--- config.mk ---
export PLATFORM = sky130hd
export DESIGN_NAME = button_event
export DESIGN_NICKNAME = d
export VERILOG_FILES = /design/src/rtl/button_event.sv
export SDC_FILE = /design/constraint.sdc
export NUM_CORES = 1
export LEC_CHECK = 0
export CAP_MARGIN = 5
export CORE_UTILIZATION = 45
export CTS_CLUSTER_SIZE = 40
export DETAILED_ROUTE_END_ITERATION = 10
export DONT_BUFFER_PORTS = 1
export MAX_ROUTING_LAYER = met4
export PLACE_DENSITY = 0.56
export SLEW_MARGIN = 20
export SYNTH_ARGS = -nofsm -noshare
export SYNTH_HDL_FRONTEND = slang
export SYNTH_SLANG_ARGS = --single-unit
--- constraint.sdc ---
create_clock -name clk -period 3 [get_ports clk]
set_input_delay 0.75 -clock clk [delete_from_list [all_inputs] [get_ports clk]]
set_output_delay 0.75 -clock clk [all_outputs]
set_load 0.01 [all_outputs]
--- src/rtl/button_event.sv ---
// Classifies a debounced button level into single-cycle events: press, release,
// short press, long press and double click, plus a held level after a long press.
module button_event #(
   parameter int CLK_FREQ_HZ     = 50_000_000,
   parameter int LONG_PRESS_MS   = 1000,
   parameter int DOUBLE_CLICK_MS = 300
) (
   input  logic clk,
   input  logic rst_n,
   input  logic db_in,
   output logic press_pulse,
   output logic release_pulse,
   output logic short_press,
   output logic long_press,
   output logic double_click,
   output logic held
);

   localparam int LONG_CYC = (CLK_FREQ_HZ / 1000) * LONG_PRESS_MS;
   localparam int DC_CYC   = (CLK_FREQ_HZ / 1000) * DOUBLE_CLICK_MS;
   localparam int MAX_CYC  = (LONG_CYC > DC_CYC) ? LONG_CYC : DC_CYC;
   localparam int CNT_W    = $clog2(MAX_CYC + 1);

   localparam logic [CNT_W-1:0] LONG_LAST = CNT_W'(LONG_CYC - 1);
   localparam logic [CNT_W-1:0] DC_LAST   = CNT_W'(DC_CYC - 1);
   localparam logic [CNT_W-1:0] CNT_MAX   = '1;

   typedef enum logic [2:0] {
      IDLE   = 3'd0,
      PRESS1 = 3'd1,
      LONG   = 3'd2,
      GAP    = 3'd3,
      PRESS2 = 3'd4
   } state_t;

   state_t           state;
   logic [CNT_W-1:0] cnt;
   logic             db_q;
   logic             rise;
   logic             fall;

   assign rise = db_in & ~db_q;
   assign fall = ~db_in & db_q;

   // Edges take priority over counter thresholds so a release or second press
   // landing on the exact threshold cycle is never lost.
   always_ff @(posedge clk or negedge rst_n) begin
      if (!rst_n) begin
         state         <= IDLE;
         cnt           <= '0;
         db_q          <= 1'b0;
         press_pulse   <= 1'b0;
         release_pulse <= 1'b0;
         short_press   <= 1'b0;
         long_press    <= 1'b0;
         double_click  <= 1'b0;
         held          <= 1'b0;
      end else begin
         db_q          <= db_in;
         press_pulse   <= rise;
         release_pulse <= fall;
         short_press   <= 1'b0;
         long_press    <= 1'b0;
         double_click  <= 1'b0;
         if (cnt != CNT_MAX) begin
            cnt <= cnt + 1'b1;
         end

         case (state)
            IDLE: begin
               if (rise) begin
                  state <= PRESS1;
                  cnt   <= '0;
               end
            end
            PRESS1: begin
               if (fall) begin
                  state <= GAP;
                  cnt   <= '0;
               end else if (cnt == LONG_LAST) begin
                  state      <= LONG;
                  cnt        <= '0;
                  long_press <= 1'b1;
                  held       <= 1'b1;
               end
            end
            LONG: begin
               if (fall) begin
                  state <= IDLE;
                  cnt   <= '0;
                  held  <= 1'b0;
               end
            end
            GAP: begin
               if (rise) begin
                  state        <= PRESS2;
                  cnt          <= '0;
                  double_click <= 1'b1;
               end else if (cnt == DC_LAST) begin
                  state       <= IDLE;
                  cnt         <= '0;
                  short_press <= 1'b1;
               end
            end
            PRESS2: begin
               if (fall) begin
                  state <= IDLE;
                  cnt   <= '0;
               end
            end
            default: begin
               state <= IDLE;
               cnt   <= '0;
               held  <= 1'b0;
            end
         endcase
      end
   end

endmodule

==> flow_summary.yaml, run 1 <==
outcome:
  outcome: "complete, no violations"
critical_path:
  worstSetupEndpointType: "flop"
  worstPathMaxFanout: 26
  worst-endpoint-arrival_ns: 2.45
  worst-endpoint-required_ns: 3.16
  critical_path.startpoint_type: "flop"
  path_class: "reg2reg"
grt:
  global_route_wire_length_before_repair_mm: 6.95
  antenna_violations_before_repair: 0
  overflow: 0
  first_global_vias: 1455
  grt_start_max_net_pins: 37
  global_route.usage.total_pct: 20.9
sta:
  final_min_period_over_clock_period_pct: 76.4
  final_report_hold_violation_count: 0
  clock-skew-final_ns: 0.00254
  setup_tns_ns: 0
  setup-violations-final: 0
  drv_slew: 0
  rsz0062_at_grt: "false"
  timing.final.crit_period_ns: 2.29
  maxClockFrequency_ghz: 0.436
  slew_headroom_pct: 66.0
  max_slew.worst_pin.slew_ns: 0.497
route:
  drt_pre_antenna_iters: 4
  routed_via_density: 5.94
  routed-via-count: 1533
  antenna_left: 0
  dr.first_iter.drc_count: 116
  routed_wire_length_per_instance_um: 15.8
  remaining_drc_errors: 0
  route.final.wire_length_mm: 4.07
clock_tree:
  cts_root_buffer: "sky130_fd_sc_hd__clkbuf_8"
  h-tree-depth: 2
  worstSkewPairLatency_ns: 0.28
  post_cts_clock_slew_at_the_launch_and_capture_registers_of_the_worst_setup_and_hold_paths_ns: 0.07
  cts_setup_buffers: 0
  worst_case_clock_buffer_depth: 2
  cts.repair.resized: 0
  cts_tree: "yes"
  clkSinkCount: 36
  post_cts_hold_buffer_count: 0
  cts_inserted_buffers: 5
pwr:
  static-leakage-power_uw: 0.000859
  design_power_total_uw: 1280
  power.ir.vdd_worst_mv: 0.415
  cell_area_power_density_nw_per_um2: 604
synthesis:
  synth_seq_cells: 36
  synthesis.instances: 208
  netlist_area_before_placement_um2: 2010
  postSynthAreaPerCell_um2: 9.64
  synth_cell_types: 46
  synth.yosys.warnings: 0
  synth_seq_area_share_pct: 44.9
  synth_nets: 212
die:
  floorplan.initialDensity_pct: 48.4
  ioPinCount: 9
  fp.dieH_um: 68.8
  die_footprint_um2: 4730
  core.rowCount: 23
  fp.dieW_um: 68.8
  core_footprint_um2: 4140
job:
  max_cap_violations: 0
final_layout:
  syn2layout_area_growth_pct: 5.68
  final_core_util_pct: 51.1
  final_nets: 212
  finalNonFillerCells: 258
  ratio_of_cells_with_drive_above_1_in_the_final_layout_pct: 13.9
  insertedDiodeCount: 0
place:
  io_buffers: 0
  dpl.cell_count: 251
  dp_hpwl_mm: 2.85
  finalWeightedCongestion: 0.829
min_path:
  timing.hold.worst.class: "in2async"
[routing by layer]
metal | global-route usage (%) | vias to the layer above | share of wire (%)
li1 | - | 751 | -
met1 | 27.6 | 755 | 52
met2 | 30.9 | 25 | 44
met3 | 6.41 | 2 | 3.5
met4 | 6.12 | 0 | 0.66
met5 | - | - | 0
[synthesized netlist by cell type, drive strengths merged]
library cell / count / area share (%)
and3: 4 / 1.4
o22ai: 1 / 0.31
o21ai: 8 / 2.0
nor2b: 2 / 0.62
a221oi: 1 / 1.3
ha: 1 / 0.62
buf: 6 / 2.7
nor4: 5 / 1.9
a211oi: 4 / 1.5
a2111oi: 2 / 0.87
nor2: 29 / 6.2
clkbuf: 5 / 1.0
o31a: 1 / 0.50
a2111o: 1 / 0.56
and2: 1 / 0.31
a22oi: 1 / 0.37
and4: 3 / 1.4
dfrtp: 36 / 45
xor2: 8 / 3.5
nand4b: 2 / 1.6
xnor2: 11 / 4.8
nand2b: 1 / 0.31
mux2i: 1 / 0.50
a21oi: 12 / 3.0
nor3: 8 / 2.6
a31oi: 1 / 0.31
or4: 2 / 0.94
nand4: 13 / 4.4
nand2: 13 / 2.4
or2: 1 / 0.31
a21boi: 3 / 1.1
nand3: 6 / 1.5
inv: 6 / 1.1
a211o: 1 / 0.50
or3: 5 / 1.6
o211ai: 3 / 1.1
[critical path, cell delays in order (launching register included)]
cell and delay, ns:
sky130_fd_sc_hd__dfrtp_1 0.42, sky130_fd_sc_hd__or4_4 0.56, sky130_fd_sc_hd__nor3_4 0.19, sky130_fd_sc_hd__nand4b_4 0.18, sky130_fd_sc_hd__a221oi_4 0.33, sky130_fd_sc_hd__buf_4 0.36
sky130_fd_sc_hd__nor3_1 0.12
[placed cells by master (no fill, tap or decap), drive strengths merged, types with 6 or more instances in the layout]
| cell | count |
|---|---|
| a21oi | 12 |
| clkbuf | 7 |
| dfrtp | 36 |
| inv | 6 |
| nand2 | 13 |
| nand3 | 6 |
| nand4 | 13 |
| nor2 | 29 |
| nor3 | 8 |
| o21ai | 8 |
| xnor2 | 11 |
| xor2 | 8 |
[cells by family after synthesis]
kind of cell    count (synthesis)  synth area share, %
mux                             1                0.499
flops                          36                 44.9
fa+ha+maj                       1                0.624
buf+inv                        17                 4.87
xor+xnor                       19                 8.30
simple gates                   95                 27.3
compound gates                 39                 13.5
[final timing paths]
| path | start | to | slack, ns | depth (start not counted) |
|---|---|---|---|---|
| max | cnt[10] | cnt[24] | 0.71 | 6 |
| min | rst_n | cnt[13] | 0.15 | 0 |
| max reg2reg | cnt[10] | cnt[24] | 0.71 | 6 |
| min reg2reg | cnt[1] | cnt[1] | 0.56 | 2 |
| max in group asynchronous | rst_n | state[0] | 2.77 | 0 |
| min in group clk | db_in | db_q | 0.49 | 0 |
[power by group]
| part | internal, uW | switching (uW) |
|---|---|---|
| combinational | 116 | 199 |
| sequential | 534 | 61.7 |
| clock | 204 | 165 |
[metrics by stage]
| step | hold slack, ns | area (um2) | worst slack (ns) |
|---|---|---|---|
| floorplan | 0.454 | 2010 | 0.893 |
| global placement | 0.455 | 2020 | 0.782 |
| detailed placement | 0.455 | 2020 | 0.713 |
| CTS | 0.145 | 2120 | 0.703 |
| global route | 0.126 | 2120 | 0.576 |
| finish | 0.152 | 2120 | 0.708 |
[flip-flops by register name (all words and copies together) (netlist names)]
signal / count
db_q: 1
short_press: 1
press_pulse: 1
cnt: 26
held: 1
long_press: 1
double_click: 1
release_pulse: 1
state: 3
[final cells by class]
type / instances / area [um2]
sequential: 36 / 901
clock buffer: 7 / 96.3
fill: 402 / 2020
multi-input combinational: 155 / 1010
inverter: 6 / 22.5
tap: 50 / 62.6
timing repair buffer: 4 / 30.0
No activity file was read; power rests on OpenSTA's default activity.
==> run 2: changes to the inputs <==
Clock period 3 ns to 2.2 ns, I/O delays scaled along.
==> run 2 against run 1 <==
  * Global-route usage increased by 1.1 points
  * Via count increased by 4.6%
  * Hold slack got worse by 0.061 ns
  * Power increased by 47%
  * Critical path depth unchanged
  * Clock skew increased by 0.0048 ns
  * Register-to-register slack got worse by 0.62 ns
==> flow_summary.yaml, run 2 (synthesized netlist as in run 1, its figures left out) <==
route:
  dr.first_iter.drc_count: 94
  routed_wire_length_per_instance_um: 16.2
  antenna_left: 0
  routed_via_density: 5.96
  remaining_drc_errors: 0
  routed-via-count: 1603
  route.final.wire_length_mm: 4.37
  drt_pre_antenna_iters: 4
final_layout:
  registers.top_by_ff_count: "cnt"
  layout.cells.most_common_list: "sky130_fd_sc_hd__dfrtp_1, sky130_fd_sc_hd__nor2_1, sky130_fd_sc_hd__nand2_1"
  finalNonFillerCells: 269
  number_of_flip_flops_under_the_largest_register_name: 26
  largestRegisters: "cnt (26), state (3)"
  layout_commonest_cell: "sky130_fd_sc_hd__dfrtp_1"
  syn2layout_area_growth_pct: 11.0
  ratio_of_cells_with_drive_above_1_in_the_final_layout_pct: 18.3
  insertedDiodeCount: 0
  final_nets: 222
critical_path:
  critical_path.cell_chain: "or4_4, nor3_4, nand4b_4, a221oi_4, buf_6, a21oi_1"
  worst-endpoint-required_ns: 2.36
  worst-endpoint-arrival_ns: 2.28
  worstPathMaxFanout: 14
  timing.critical_path.max_delay_family: "simple AND/OR/NAND/NOR gates"
  path_class: "reg2reg"
  worst_path_largest_cell_delay_ns: 0.51
  critical_path.startpoint_type: "flop"
  worstSetupEndpointType: "flop"
  slowest_stage: "sky130_fd_sc_hd__or4_4"
  critPathBufInv: 1
clock_tree:
  cts_setup_buffers: 0
  h-tree-depth: 2
  worstSkewPairLatency_ns: 0.29
  post_cts_clock_slew_at_the_launch_and_capture_registers_of_the_worst_setup_and_hold_paths_ns: 0.07
  cts_root_buffer: "sky130_fd_sc_hd__clkbuf_8"
  cts_inserted_buffers: 5
  cts_tree: "yes"
  clkSinkCount: 36
  worst_case_clock_buffer_depth: 2
place:
  io_buffers: 0
  dpl.cell_count: 260
  finalWeightedCongestion: 0.875
  dp_hpwl_mm: 3.11
die:
  floorplan.initialDensity_pct: 48.4
  ioPinCount: 9
  core.rowCount: 23
  core_footprint_um2: 4140
  fp.dieW_um: 68.8
  fp.dieH_um: 68.8
  die_footprint_um2: 4730
sta:
  final_report_hold_violation_count: 0
  max_slew.worst_pin.slew_ns: 0.659
  rsz0062_at_grt: "false"
  clock-skew-final_ns: 0.00730
  maxClockFrequency_ghz: 0.473
  setup_tns_ns: 0
  timing.final.crit_period_ns: 2.11
  final_min_period_over_clock_period_pct: 96.1
  setup-violations-final: 0
  slew_headroom_pct: 54.9
  drv_slew: 0
grt:
  global_route_wire_length_before_repair_mm: 7.27
  antenna_violations_before_repair: 0
  grt_start_max_net_pins: 37
  global_route.usage.total_pct: 22.0
  first_global_vias: 1545
  overflow: 0
pwr:
  static-leakage-power_uw: 0.000923
  power.ir.vdd_worst_mv: 0.370
  cell_area_power_density_nw_per_um2: 845
min_path:
  timing.hold.worst.class: "in2async"
job:
  max_cap_violations: 0
outcome:
  outcome: "complete, no violations"
==> run 2: metrics by stage <==
step | utilization, % | worst slack (ns) | hold slack [ns] | total power, uW | cell area (um2)
after floorplan | - | 0.0931 | 0.254 | 1220 | 2010
after global placement | 50.5 | 0.120 | 0.255 | 1270 | 2090
after detailed placement | 50.5 | 0.0588 | 0.255 | 1280 | 2090
after CTS | 53.5 | 0.0536 | 0.0921 | 1880 | 2220
after global routing | 53.7 | 0.00608 | 0.0934 | 2010 | 2230
final | 53.7 | 0.0854 | 0.0913 | 1880 | 2230
==> run 2: power by group <==
group          internal, uW  switching, uW
combinational           203            295
clock                   336            230
sequential              727           91.3
==> run 2: what timing repair did <==
| item | 4_1_cts | 5_1_grt |
|---|---|---|
| hold buffers | 1 | 0 |
| endpoints found under the hold margin | 36 | 0 |
| gates resized for setup | 0 | 4 |
| endpoints found under the setup margin | 0 | 22 |
==> run 2: worst paths after layout <==
| kind | startpoint | to | slack, ns | cells past startpoint |
|---|---|---|---|---|
| worst max-delay path | cnt[9] | cnt[21] | 0.09 | 6 |
| worst min-delay path | rst_n | cnt[11] | 0.09 | 1 |
| worst max register to register | cnt[9] | cnt[21] | 0.09 | 6 |
| worst min register to register | cnt[1] | cnt[1] | 0.56 | 2 |
| max in group asynchronous | rst_n | cnt[20] | 1.92 | 1 |
| min in group clk | db_in | db_q | 0.29 | 0 |
==> run 2: area by class of cell <==
type | count | area (um2)
Clock buffer | 6 | 72.6
Fill cell | 371 | 1920
Inverter | 6 | 22.5
Multi-Input combinational cell | 155 | 1010
Timing Repair Buffer | 14 | 125
Clock inverter | 2 | 35.0
Tap cell | 50 | 62.6
Sequential cell | 36 | 901
==> run 2: layer usage <==
layer / global-route usage [%] / wire, um / vias to the layer above
met2: 33.2 / 2110 / 44
met5: - / 0 / -
met1: 27.6 / 1980 / 782
met3: 5.59 / 193 / 10
met4: 9.95 / 82 / 0
li1: - / - / 767
==> run 3: changes to the inputs <==
Settings changed: CELL_PAD_IN_SITES_DETAIL_PLACEMENT set to 1, CELL_PAD_IN_SITES_GLOBAL_PLACEMENT set to 1, PLACE_DENSITY 0.56 to 0.69.
==> run 3 against run 2 <==
  * Final area rose by 2.2%
  * Via count rose by 4.6%
  * Cell count rose by 1.9%
  * Clock-buffer cell count is the same
  * Flip-flop and latch count did not move
  * Clock power up 2%
==> flow_summary.yaml, run 3 (synthesized netlist as in run 1, its figures left out) <==
sta:
  timing.final.crit_period_ns: 2.12
  hold_slack_ns: 0.0834
  slew_headroom_pct: 67.1
  maxClockFrequency_ghz: 0.472
  max_slew.worst_pin.slew_ns: 0.490
  clock-skew-final_ns: 0.00436
  setup_tns_ns: 0
  drv_slew: 0
  final_min_period_over_clock_period_pct: 96.4
  final_report_hold_violation_count: 0
  setup-violations-final: 0
min_path:
  timing.hold.worst.class: "in2async"
final_layout:
  layout.cells.most_common_list: "sky130_fd_sc_hd__dfrtp_1, sky130_fd_sc_hd__nor2_1, sky130_fd_sc_hd__buf_4"
  ratio_of_cells_with_drive_above_1_in_the_final_layout_pct: 20.5
  largestRegisters: "cnt (26), state (3)"
  final_core_util_pct: 55.0
  syn2layout_area_growth_pct: 13.5
  finalNonFillerCells: 274
  registers.top_by_ff_count: "cnt"
  number_of_flip_flops_under_the_largest_register_name: 26
  layout_commonest_cell: "sky130_fd_sc_hd__dfrtp_1"
  insertedDiodeCount: 0
  final_nets: 227
clock_tree:
  clkSinkCount: 36
  worstSkewPairLatency_ns: 0.30
  post_cts_clock_slew_at_the_launch_and_capture_registers_of_the_worst_setup_and_hold_paths_ns: 0.07
  cts_tree: "yes"
  cts_inserted_buffers: 5
  cts_root_buffer: "sky130_fd_sc_hd__clkbuf_8"
  h-tree-depth: 2
  worst_case_clock_buffer_depth: 2
die:
  ioPinCount: 9
  floorplan.initialDensity_pct: 48.4
  core.rowCount: 23
  fp.dieW_um: 68.8
  fp.dieH_um: 68.8
  core_footprint_um2: 4140
  die_footprint_um2: 4730
route:
  route.final.wire_length_mm: 5.10
  routed_via_density: 6.12
  drt_pre_antenna_iters: 4
  antenna_left: 0
  routed_wire_length_per_instance_um: 18.6
  dr.first_iter.drc_count: 87
  remaining_drc_errors: 0
  routed-via-count: 1677
place:
  finalWeightedCongestion: 0.817
  dp_hpwl_mm: 3.53
  io_buffers: 0
  dpl.cell_count: 263
critical_path:
  worst_path_largest_cell_delay_ns: 0.52
  worst-endpoint-arrival_ns: 2.31
  critical_path.cell_chain: "nand4_1, nor4_1, buf_4, nand4b_4, a221oi_4, buf_6, nor2_1"
  reg2reg_setup_slack_ns: 0.08
  timing.critical_path.max_delay_family: "simple AND/OR/NAND/NOR gates"
  worst-endpoint-required_ns: 2.38
  path_class: "reg2reg"
  worstSetupEndpointType: "flop"
  critical_path.startpoint_type: "flop"
  worstPathMaxFanout: 17
  critPathBufInv: 2
  slowest_stage: "sky130_fd_sc_hd__dfrtp_1"
job:
  max_cap_violations: 0
grt:
  global_route.usage.total_pct: 25.4
  grt_start_max_net_pins: 37
  overflow: 0
  global_route_wire_length_before_repair_mm: 8.41
  antenna_violations_before_repair: 0
  first_global_vias: 1749
pwr:
  cell_area_power_density_nw_per_um2: 841
  static-leakage-power_uw: 0.000948
  power.ir.vdd_worst_mv: 0.531
outcome:
  outcome: "complete, no violations"
-- run 3: final cells by class --
| type | instances | area, um2 |
|---|---|---|
| clock buffers | 6 | 72.6 |
| clock inverters | 2 | 35.0 |
| fillers | 488 | 1870 |
| inverters | 6 | 22.5 |
| multi-input cells | 155 | 1020 |
| flip-flops and latches | 36 | 901 |
| well taps | 50 | 62.6 |
| repair buffers | 19 | 163 |
-- run 3: final timing paths --
check                         from        to  depth (start not counted)
min in group clk             db_in      db_q                          0
hold reg to reg             cnt[1]    cnt[1]                          2
setup / recovery           cnt[12]   cnt[19]                          7
setup reg to reg           cnt[12]   cnt[19]                          7
hold / removal               rst_n   cnt[25]                          1
max in group asynchronous    rst_n  state[1]                          1
-- run 3: repair_timing --
action,4_1_cts,5_1_grt
endpoints found under the setup margin,0,19
hold buffers,1,0
resized for setup,0,5
endpoints found under the hold margin,36,0
buffers inserted,0,2
-- run 3: per-stage QoR --
stage | instance area (um2) | total power, uW | setup WS [ns]
after CTS | 2240 | 1890 | 0.0200
after global routing | 2280 | 2030 | -0.0582
final | 2280 | 1920 | 0.0796
after floorplan | 2010 | 1220 | 0.0931
after global placement | 2110 | 1270 | 0.0985
after detailed placement | 2110 | 1290 | 0.0376
-- run 3: routing by layer --
layer / share of wire [%] / wire (um) / vias to the layer above / GRT usage [%]
li1: - / - / 775 / -
met3: 3.8 / 195 / 17 / 4.93
met1: 45 / 2270 / 848 / 31.7
met5: 0 / 0 / - / -
met4: 2.9 / 146 / 0 / 12.0
met2: 49 / 2480 / 37 / 39.6
-- run 3: where the power goes --
group	leakage (uW)	total (uW)	internal [uW]	switching [uW]
Combinational	0.000405	526	219	307
Clock	0.0000552	576	336	240
Sequential	0.000488	813	727	85.9
Total	0.000948	1920	1280	633
